`config.mk`:
```
export PLATFORM = sky130hd
export DESIGN_NAME = mem_access_unit
export DESIGN_NICKNAME = d
export VERILOG_FILES = /design/src/rtl/mem_pkg.sv /design/src/rtl/lane_merge.sv /design/src/rtl/mem_access_unit.sv
export SDC_FILE = /design/constraint.sdc
export NUM_CORES = 1
export LEC_CHECK = 0
export BUFFER_PORTS_ARGS = -buffer_cell sky130_fd_sc_hd__buf_2
export CAP_MARGIN = 20
export CELL_PAD_IN_SITES_DETAIL_PLACEMENT = 1
export CELL_PAD_IN_SITES_GLOBAL_PLACEMENT = 1
export CORE_MARGIN = 2
export CORE_UTILIZATION = 35
export CTS_CLUSTER_SIZE = 20
export DETAILED_ROUTE_END_ITERATION = 10
export GPL_TIMING_DRIVEN = 1
export HOLD_SLACK_MARGIN = 0.1
export PLACE_DENSITY_LB_ADDON = 0.1
export SYNTH_ARGS = -nofsm -noshare
export SYNTH_HDL_FRONTEND = slang
export SYNTH_SLANG_ARGS = --single-unit
```
`constraint.sdc`:
```
create_clock -name clk -period 3.54 [get_ports clk]
set_input_delay 0.531 -clock clk [delete_from_list [all_inputs] [get_ports clk]]
set_output_delay 0.531 -clock clk [all_outputs]
set_load 0.02 [all_outputs]
```
`src/rtl/mem_pkg.sv`:
```
// Shared definitions for the memory access unit: size codes, FSM states,
// latched request control and alignment helpers.
package mem_pkg;

  localparam int unsigned DATA_W = 32;

  localparam logic [1:0] SZ_BYTE = 2'd0;
  localparam logic [1:0] SZ_HALF = 2'd1;
  localparam logic [1:0] SZ_WORD = 2'd2;

  typedef enum logic [2:0] {
    IDLE    = 3'd0,
    RD_ADDR = 3'd1,
    RD_DATA = 3'd2,
    WR      = 3'd3,
    DONE    = 3'd4
  } state_t;

  // Control fields captured when a request is accepted
  typedef struct packed {
    logic       we;
    logic [1:0] size;
    logic       sext;
    logic [1:0] lane;
  } acc_ctl_t;

  // The reserved size code behaves as a word access
  function automatic logic [1:0] norm_size(input logic [1:0] size);
    return (size == 2'd3) ? SZ_WORD : size;
  endfunction

  // Half needs addr[0]=0, word needs addr[1:0]=0
  function automatic logic is_misaligned(input logic [1:0] size, input logic [1:0] lo);
    logic mis;
    mis = 1'b0;
    case (norm_size(size))
      SZ_HALF: mis = lo[0];
      SZ_WORD: mis = |lo;
      default: mis = 1'b0;
    endcase
    return mis;
  endfunction

  // Drop the low address bits that an access of this size ignores
  function automatic logic [1:0] align_lane(input logic [1:0] size, input logic [1:0] lo);
    logic [1:0] lane;
    lane = lo;
    case (norm_size(size))
      SZ_HALF: lane = {lo[1], 1'b0};
      SZ_WORD: lane = 2'b00;
      default: lane = lo;
    endcase
    return lane;
  endfunction

endpackage

```
`src/rtl/lane_merge.sv`:
```
// Byte-lane datapath: extract/extend a loaded lane and merge store data
// into a read word (little-endian lanes).
module lane_merge
  import mem_pkg::*;
(
  input  logic [DATA_W-1:0] q,
  input  logic [1:0]        size,
  input  logic              sext,
  input  logic [1:0]        lane,
  input  logic [DATA_W-1:0] wdata,
  output logic [DATA_W-1:0] load_c,
  output logic [DATA_W-1:0] merge_c
);

  logic [7:0]  byte_sel;
  logic [15:0] half_sel;

  // Pick the addressed byte and halfword out of the RAM word
  always_comb begin
    byte_sel = q[7:0];
    case (lane)
      2'd0: byte_sel = q[7:0];
      2'd1: byte_sel = q[15:8];
      2'd2: byte_sel = q[23:16];
      2'd3: byte_sel = q[31:24];
      default: byte_sel = q[7:0];
    endcase
    half_sel = lane[1] ? q[31:16] : q[15:0];
  end

  // Load result with sign or zero extension
  always_comb begin
    load_c = q;
    case (size)
      SZ_BYTE: load_c = {{24{sext & byte_sel[7]}}, byte_sel};
      SZ_HALF: load_c = {{16{sext & half_sel[15]}}, half_sel};
      default: load_c = q;
    endcase
  end

  // Store merge: replace only the addressed lane(s)
  always_comb begin
    merge_c = q;
    case (size)
      SZ_BYTE: begin
        case (lane)
          2'd0: merge_c[7:0]   = wdata[7:0];
          2'd1: merge_c[15:8]  = wdata[7:0];
          2'd2: merge_c[23:16] = wdata[7:0];
          2'd3: merge_c[31:24] = wdata[7:0];
          default: merge_c = q;
        endcase
      end
      SZ_HALF: begin
        if (lane[1]) merge_c[31:16] = wdata[15:0];
        else         merge_c[15:0]  = wdata[15:0];
      end
      default: merge_c = wdata;
    endcase
  end

endmodule

```
`src/rtl/mem_access_unit.sv`:
```
// Byte-addressed load/store front end for a word-wide synchronous RAM.
// Sub-word loads extract and extend; sub-word stores read-modify-write.
// Optional MISALIGN_TRAP_EN: misaligned requests end with an err pulse and
// no RAM access; otherwise low address bits are force-aligned.
module mem_access_unit
  import mem_pkg::*;
#(
  parameter int unsigned AW = 30
) (
  input  logic              clk,
  input  logic              rst,
  input  logic              req,
  input  logic              we,
  input  logic [1:0]        size,
  input  logic              sext,
  input  logic [AW+1:0]     addr,
  input  logic [DATA_W-1:0] wdata,
  output logic              ready,
  output logic              done,
  output logic [DATA_W-1:0] rdata,
  output logic              err,
  output logic              ram_wren,
  output logic [AW-1:0]     ram_address,
  output logic [DATA_W-1:0] ram_data,
  input  logic [DATA_W-1:0] ram_q
);

  state_t            state;
  state_t            state_nxt;
  acc_ctl_t          ctl_acc;
  acc_ctl_t          ctl_q;
  logic [DATA_W-1:0] wdata_q;
  logic              accept;
  logic [DATA_W-1:0] load_c;
  logic [DATA_W-1:0] merge_c;
`ifdef MISALIGN_TRAP_EN
  logic              misal_acc;
  logic              misal_q;
`endif

  assign accept = (state == IDLE) && req;

`ifdef MISALIGN_TRAP_EN
  assign misal_acc = is_misaligned(size, addr[1:0]);
`endif

  // Normalise size and lane of the incoming request
  always_comb begin
    ctl_acc      = '0;
    ctl_acc.we   = we;
    ctl_acc.size = norm_size(size);
    ctl_acc.sext = sext;
`ifdef MISALIGN_TRAP_EN
    ctl_acc.lane = addr[1:0];
`else
    ctl_acc.lane = align_lane(size, addr[1:0]);
`endif
  end

  lane_merge u_lane_merge (
    .q       (ram_q),
    .size    (ctl_q.size),
    .sext    (ctl_q.sext),
    .lane    (ctl_q.lane),
    .wdata   (wdata_q),
    .load_c  (load_c),
    .merge_c (merge_c)
  );

  // State register
  always_ff @(posedge clk) begin
    if (rst) state <= IDLE;
    else     state <= state_nxt;
  end

  // Next-state logic; word stores skip the read phase
  always_comb begin
    state_nxt = state;
    case (state)
      IDLE: begin
        if (req) begin
          if (we && (ctl_acc.size == SZ_WORD)) state_nxt = WR;
          else                                 state_nxt = RD_ADDR;
`ifdef MISALIGN_TRAP_EN
          if (misal_acc) state_nxt = DONE;
`endif
        end
      end
      RD_ADDR: state_nxt = RD_DATA;
      RD_DATA: state_nxt = ctl_q.we ? WR : DONE;
      WR:      state_nxt = DONE;
      DONE:    state_nxt = IDLE;
      default: state_nxt = IDLE;
    endcase
  end

  // Outputs decoded from state; the write strobe is killed during reset
  always_comb begin
    ready    = 1'b0;
    done     = 1'b0;
    err      = 1'b0;
    ram_wren = 1'b0;
    case (state)
      IDLE: ready = 1'b1;
      WR:   ram_wren = ~rst;
      DONE: begin
`ifdef MISALIGN_TRAP_EN
        done = ~misal_q;
        err  = misal_q;
`else
        done = 1'b1;
`endif
      end
      default: ;
    endcase
  end

  // Request capture, RAM address/data and load result registers
  always_ff @(posedge clk) begin
    if (rst) begin
      ctl_q       <= '0;
      wdata_q     <= '0;
      ram_address <= '0;
      ram_data    <= '0;
      rdata       <= '0;
`ifdef MISALIGN_TRAP_EN
      misal_q     <= 1'b0;
`endif
    end else begin
      if (accept) begin
        ctl_q       <= ctl_acc;
        wdata_q     <= wdata;
        ram_address <= addr[AW+1:2];
        if (we && (ctl_acc.size == SZ_WORD)) ram_data <= wdata;
`ifdef MISALIGN_TRAP_EN
        misal_q     <= misal_acc;
`endif
      end
      if (state == RD_DATA) begin
        if (ctl_q.we) ram_data <= merge_c;
        else          rdata    <= load_c;
      end
    end
  end

endmodule

```
==> summary.txt, run 1 <==
STA
  – Slew of the pin with the lowest slew margin: 0.959 ns
  – Max Clock Skew: 0.00905 ns
  – RSZ-0062 raised after global routing: false
  – Final Max Tran Viols: 0
  – FMAX: 379 MHz
  – Setup-failing EPs final: 0
  – Final Cycle Share: 74.5%
  – Slew margin rel.: 36.0%
  – Final Hold Viols: 0
  – Tmin final: 2.64 ns
  – TNS Setup: 0 ns

Logic synthesis
  – Synth top area cells: dfxtp_1 (43%), nand2_1 (10%), a21oi_1 (7.3%)
  – Cell variety after synth: 53
  – Mapped Nets: 849
  – Post-synth top cells: nand2_1 (165), dfxtp_1 (135), a21oi_1 (91)
  – Post-Synthesis Cells: 746
  – Post-synth EDFFs: 0
  – Synthesized cell area: 0.00621 mm2
  – Top-count cell post-synth: nand2_1
  – Register area share after synthesis: 43.5%
  – Avg Inst Size Synth: 8.33 um2
  – Synth top area share: 43.5%
  – Main synth FF type: dfxtp_1
  – Area leader, netlist: dfxtp_1
  – Yosys Warn Count: 0
  – #FFs+latches synth: 135
  – Ys async rst share: 0%

Floorplan
  – Core Rows: 48
  – Starting Density: 35.8%
  – Die footprint: 0.0188 mm2
  – Core Box Area: 0.0174 mm2
  – I/O pin cnt: 201
  – Die Ht: 137 um
  – DIE WIDTH: 137 um

CTS
  – TritonCTS buffer count: 17
  – Cts repair resizes: 0
  – Hold Buf Count CTS: 0
  – CTS Sinks: 135
  – H-tree levels: 4
  – Setup bufs post-CTS: 0
  – Clk Latency, worst-skew pair: 0.42 ns
  – TritonCTS clock tree: yes
  – CTS Root Cell: clkbuf_16
  – Clock Pin Slew Worst Setup and Hold Paths: 0.06 ns
  – Clk buf depth: 2

Flow run
  – Max cap viols: 0

Worst setup path
  – CP Cell Sequence: nand2b_1 > buf_4 > a21oi_1 > o22a_1 > a211oi_1
  – Slowest CP cell: dfxtp_1
  – CP Max Fanout: 26
  – R2r startpoint: ctl_q[3]
  – Critical path class: flip-flop to flip-flop
  – Req. time, crit path: 3.86 ns
  – Buf/Inv on CP: 1
  – Reg2reg setup slack: 0.90 ns
  – R2R depth: 5
  – Worst path arrival time: 2.95 ns
  – Reg2Reg Capture Point: rdata[3]
  – CP top delay family: flip-flops
  – Crit path launch type: flip-flop
  – Critical path endpoint category: flip-flop
  – CP max stage delay: 0.86 ns

Cells and area
  – Area growth syn-to-layout: 26.2%
  – Fraction of layout cells with a size suffix above 1: 28.7%
  – Fin util: 45.2%
  – Nets@finish: 1,011

Route
  – Residual DRC: 0
  – Vias/cell: 5.54
  – DR vias: 6,352
  – ANT nets after route: 0
  – Final WL: 23.6 mm
  – Wire per inst: 20.5 um
  – Initial DRC Count: 398
  – DR pass1 iterations: 4

Global routing
  – Initial antenna violation count: 1
  – Vias in the first global route: 6,390
  – Total GRT Usage: 25.1%
  – First-pass GRT wire length: 36.1 mm
  – Largest net degree at the start of global routing: 69
  – Grt total ovfl: 0

Placement
  – Routability cong.: 0.882
  – Number of buffers added on ports: 199
  – HPWL Detailed: 17.1 mm

Worst hold path
  – HP Class: primary input to flip-flop
  – Min-Delay Endpoint: ram_address[1]
  – Worst Hold Depth: 3
  – HP Start: addr[3]

Pwr
  – Max rail drop VDD: 0.358 mV
  – Pleak: 3.42 nW
  – PD cells: 525 mW/mm2

Run status
  – Status: complete, no violations
[power breakdown]
| group | total (W) | switching, W | internal (W) |
|---|---|---|---|
| Clock | 0.00171 | 0.000667 | 0.00104 |
| Sequential | 0.00171 | 0.0000836 | 0.00162 |
| Combinational | 0.000708 | 0.000462 | 0.000245 |
| Total | 0.00412 | 0.00121 | 0.00291 |
[placed cells by master, fill, tap and decap left out, types with 2 or more instances in the layout]
cell and count:
dfxtp_1 134, o21ai_0 9, nor2_1 39, a211oi_1 15, a211oi_2 10, a221oi_1 9, o311ai_0 8, nand3_1 10
nand2b_1 13, mux2i_1 41, clkbuf_1 4, buf_2 198, o21ai_1 2, a32oi_1 7, clkbuf_8 4, o22ai_1 24
buf_4 11, a22o_1 2, nand3b_1 3, a31oi_1 8, nand2_1 164, inv_1 3, nor3_1 2, or2_2 7
o221ai_1 7, a21oi_1 91, o22a_1 6, and3_1 10, a21boi_0 9, clkbuf_16 17, clkinvlp_4 2, clkinv_2 3
a311oi_1 7, nor2b_1 4, a21o_1 8, nor4bb_1 7
[metrics by stage]
step	setup slack, ns	std cells	cell area [um2]	total power (W)	hold WS (ns)
floorplan	1.75	746	6210	0.00216	0.431
global placement	1.09	1114	7270	0.00242	0.439
detailed placement	0.983	1114	7270	0.00245	0.446
CTS	0.953	1146	7840	0.00415	0.335
global route	0.675	1146	7840	0.00428	0.354
finish	0.902	1147	7840	0.00412	0.348
[state kept, by name, indices dropped and copies added, names as in the netlist]
name	cells
wdata_q	32
ram_address	30
state	3
ram_data	32
rdata	32
ctl_q	6
[final cells by class]
| type | instances | area [um2] |
|---|---|---|
| Fill cell | 2117 | 9520 |
| Multi-Input combinational cell | 541 | 3200 |
| Sequential cell | 135 | 2700 |
| Timing Repair Buffer | 209 | 1070 |
| Clock buffer | 25 | 495 |
| Tap cell | 225 | 282 |
| Clock inverter | 7 | 68.8 |
| Inverter | 4 | 15.0 |
| Antenna cell | 1 | 2.50 |
[worst max path at each step]
| stage | from | endpoint | depth (start not counted) |
|---|---|---|---|
| after global placement | ctl_q[3] | ram_data[27] | 5 |
| final | ctl_q[3] | rdata[3] | 5 |
| after global routing | ctl_q[3] | ram_data[27] | 5 |
| after detailed placement | ctl_q[3] | rdata[3] | 5 |
| after CTS | ctl_q[3] | rdata[3] | 5 |
| after floorplan | state[1] | ram_data[25] | 6 |
[worst min-delay path: stages]
cell and delay [ns]:
buf_2 0.09, nand2_1 0.04, a21oi_1 0.05
[cell families (layout without fill, tap and decap cells)]
logic type | count (synthesis) | in the layout | share of synthesized area, %
DFF | 135 | 135 | 43.5
buffers and inverters | 70 | 245 | 5.09
muxes | 41 | 41 | 6.60
AOI/OAI and AO/OA | 228 | 228 | 24.8
and+or+nand+nor | 271 | 271 | 20.0
other | 1 | 2 | 0.0603
[routing by layer]
| metal | vias up | GRT usage, % | wire [um] |
|---|---|---|---|
| li1 | 2994 | - | - |
| met3 | 37 | 6.48 | 1820 |
| met1 | 3081 | 31.7 | 9980 |
| met5 | - | 0 | 0 |
| met4 | 0 | 9.16 | 513 |
| met2 | 240 | 41.4 | 11200 |
Power figures use the tool's default switching activity.
==> run 2, diff against run 1 <==
--- a/config.mk
+++ b/config.mk
@@ -5,6 +5,7 @@
 export SDC_FILE = /design/constraint.sdc
 export NUM_CORES = 1
 export LEC_CHECK = 0
+export ABC_AREA = 1
 export BUFFER_PORTS_ARGS = -buffer_cell sky130_fd_sc_hd__buf_2
 export CAP_MARGIN = 20
 export CELL_PAD_IN_SITES_DETAIL_PLACEMENT = 1
==> constraint.sdc (replaced) <==
create_clock -name clk -period 2.5 [get_ports clk]
set_input_delay 0.375 -clock clk [delete_from_list [all_inputs] [get_ports clk]]
set_output_delay 0.375 -clock clk [all_outputs]
set_load 0.02 [all_outputs]
==> run 2 against run 1 <==
  * Total power up 67%
  * Non-clock buffer count up 4
  * Worst hold slack worse by 0.16 ns
  * Critical endpoint is now rdata[27]
==> summary.txt, run 2 <==
Route
  – DR pass1 iterations: 5
  – Vias/cell: 5.00
  – DR vias: 7,525
  – Final WL: 25.4 mm
  – Residual DRC: 0
  – ANT nets after route: 0
  – Wire per inst: 16.9 um
  – Initial DRC Count: 352

Cells and area
  – Commonest non-fill, non-tap cell in the layout: nand2_1
  – # diodes: 0
  – Nets@finish: 1,331
  – Most frequent cells in the layout: nand2_1 (292), buf_2 (199), a21oi_1 (137)
  – Fraction of layout cells with a size suffix above 1: 21.9%
  – # fillers: 2,626
  – Area growth syn-to-layout: 24.5%
  – Finished Cell Area: 0.00858 mm2
  – Largest registers: ram_data (32), rdata (32), wdata_q (32)
  – Fin util: 44.2%

STA
  – Final Worst Setup Slack: 0.660 ns
  – Tmin final: 1.84 ns
  – RSZ-0062 raised after global routing: false
  – Max Clock Skew: 0.0126 ns
  – FMAX: 544 MHz
  – Slew of the pin with the lowest slew margin: 0.843 ns
  – Setup-failing EPs final: 0
  – Final Cycle Share: 73.6%
  – TNS Setup: 0 ns
  – Final Max Tran Viols: 0
  – Slew margin rel.: 43.8%
  – Final Hold Viols: 0

Floorplan
  – DIE WIDTH: 144 um
  – Core Box Area: 0.0194 mm2
  – Die footprint: 0.0208 mm2
  – I/O pin cnt: 201
  – Starting Density: 35.5%
  – Die Ht: 144 um
  – Core Rows: 51

Worst hold path
  – HP Class: primary input to flip-flop
  – Worst Hold Depth: 3
  – HP Start: addr[20]
  – Min-Delay Endpoint: ram_address[18]

CTS
  – Cts repair resizes: 0
  – TritonCTS buffer count: 17
  – CTS Root Cell: clkbuf_16
  – TritonCTS clock tree: yes
  – Clock Pin Slew Worst Setup and Hold Paths: 0.06 ns
  – Clk Latency, worst-skew pair: 0.43 ns
  – Clk buf depth: 2
  – CTS Sinks: 135
  – Setup bufs post-CTS: 0
  – Hold Buf Count CTS: 0
  – H-tree levels: 4

Pwr
  – Seq pwr share: 37.6%
  – Sw Ratio: 36.2%
  – NetSw: 0.00248 W
  – Logic pwr share: 26.3%
  – Internal: 0.00438 W
  – Tot Pwr: 0.00687 W
  – PD cells: 801 mW/mm2
  – Clock share of power: 36.1%
  – Pleak: 4.06 nW
  – Max rail drop VDD: 0.471 mV

Worst setup path
  – Worst path arrival time: 2.21 ns
  – R2R depth: 7
  – Critical path endpoint category: flip-flop
  – Reg2reg setup slack: 0.66 ns
  – Reg2Reg Capture Point: rdata[27]
  – Critical path class: flip-flop to flip-flop
  – Req. time, crit path: 2.87 ns
  – R2r startpoint: ctl_q[1]
  – CP Max Fanout: 31
  – Crit path launch type: flip-flop

Logic synthesis
  – Mapped Nets: 1,168
  – Post-Synthesis Cells: 1,065
  – Yosys Warn Count: 0
  – Top-count cell post-synth: nand2_1
  – Synth top area cells: dfxtp_1 (39%), nand2_1 (16%), a21oi_1 (9.9%)
  – Register area share after synthesis: 39.2%
  – Synth top area share: 39.2%
  – #FFs+latches synth: 135
  – Synthesized cell area: 0.00689 mm2
  – Area leader, netlist: dfxtp_1
  – Cell variety after synth: 30
  – Ys async rst share: 0%
  – Avg Inst Size Synth: 6.47 um2
  – Main synth FF type: dfxtp_1
  – Post-synth top cells: nand2_1 (292), a21oi_1 (137), dfxtp_1 (135)
  – Post-synth EDFFs: 0

Global routing
  – Largest net degree at the start of global routing: 75
  – Vias in the first global route: 7,224
  – Total GRT Usage: 24.2%
  – First-pass GRT wire length: 39.1 mm
  – Grt total ovfl: 0
  – Initial antenna violation count: 0

Placement
  – Routability cong.: 0.896
  – Placed inst area: 0.00800 mm2
  – Post-placement worst setup slack: 0.649 ns
  – Number of buffers added on ports: 199
  – HPWL Detailed: 18.3 mm

Run status
  – Status: complete, no violations

Flow run
  – Max cap viols: 0
==> run 2: cell count changes in the layout (fill, tap and decap cells not counted), sizes merged, moves of 17 or more <==
| cell | before | now |
|---|---|---|
| o211ai | 0 | 17 |
| o21ai | 11 | 85 |
| inv | 3 | 106 |
| a21oi | 92 | 141 |
| mux2i | 41 | 0 |
| a211oi | 25 | 3 |
| nand3 | 11 | 71 |
| nand2 | 165 | 298 |
| nor2 | 39 | 123 |
| o22ai | 25 | 0 |
==> run 2: how the worst max path moves through the flow <==
stage / from / end / slack (ns) / cells past startpoint
3_5_place_dp: rst / ram_wren / 0.65 / 4
5_1_grt: state[1] / ctl_q[3] / 0.49 / 6
2_1_floorplan: ctl_q[4] / rdata[7] / 1.19 / 9
3_3_place_gp: rst / ram_wren / 0.65 / 4
4_1_cts: state[1] / ctl_q[3] / 0.63 / 6
6_report: ctl_q[1] / rdata[27] / 0.66 / 7
==> run 2: per-layer routing <==
layer / global-route usage (%) / up-vias / part of all wire [%]
met5: 0 / - / 0
met4: 5.72 / 0 / 1.5
met3: 5.17 / 25 / 5.3
met2: 40.3 / 197 / 48
met1: 32.2 / 3550 / 46
li1: - / 3753 / -
==> run 2: power by group through the flow <==
| stage | combinational (W) | clock [W] | sequential, W |
|---|---|---|---|
| final | 0.00181 | 0.00248 | 0.00258 |
| after global routing | 0.00201 | 0.00263 | 0.00261 |
| after CTS | 0.00183 | 0.00253 | 0.00258 |
| after detailed placement | 0.00182 | 0 | 0.00262 |
| after global placement | 0.00179 | 0 | 0.00262 |
| after floorplan | 0.00106 | 0 | 0.00277 |
==> run 2: area by class of cell <==
type / count / area, um2 / share of cell area [%]
Multi-Input combinational cell: 761 / 3460 / 40.3
Tap cell: 265 / 332 / 3.87
Clock inverter: 14 / 140 / 1.63
Timing Repair Buffer: 213 / 1130 / 13.1
Inverter: 100 / 378 / 4.40
Sequential cell: 135 / 2700 / 31.5
Clock buffer: 18 / 439 / 5.12
==> run 2: kinds of logic (layout without fill, tap and decap cells) <==
| logic type | Yosys count | in the layout | synth area share (%) |
|---|---|---|---|
| AOI/OAI and AO/OA | 264 | 264 | 20.8 |
| buffers and inverters | 169 | 345 | 10.7 |
| other | 1 | 1 | 0.0544 |
| DFF | 135 | 135 | 39.2 |
| and+or+nand+nor | 496 | 496 | 29.3 |
==> run 2: metrics by stage <==
step / hold slack (ns) / cells
3_5_place_dp: 0.454 / 1474
2_1_floorplan: 0.445 / 1065
6_report: 0.192 / 1506
5_1_grt: 0.183 / 1506
4_1_cts: 0.183 / 1506
3_3_place_gp: 0.450 / 1474
==> run 2: worst max-delay path: stages (launching register included) <==
cell and delay (ns):
dfxtp_1 0.34, buf_4 0.32, nor2_1 0.15, a21oi_2 0.20, nand3_2 0.43, nand3_1 0.21, nand2_1 0.08, inv_1 0.06
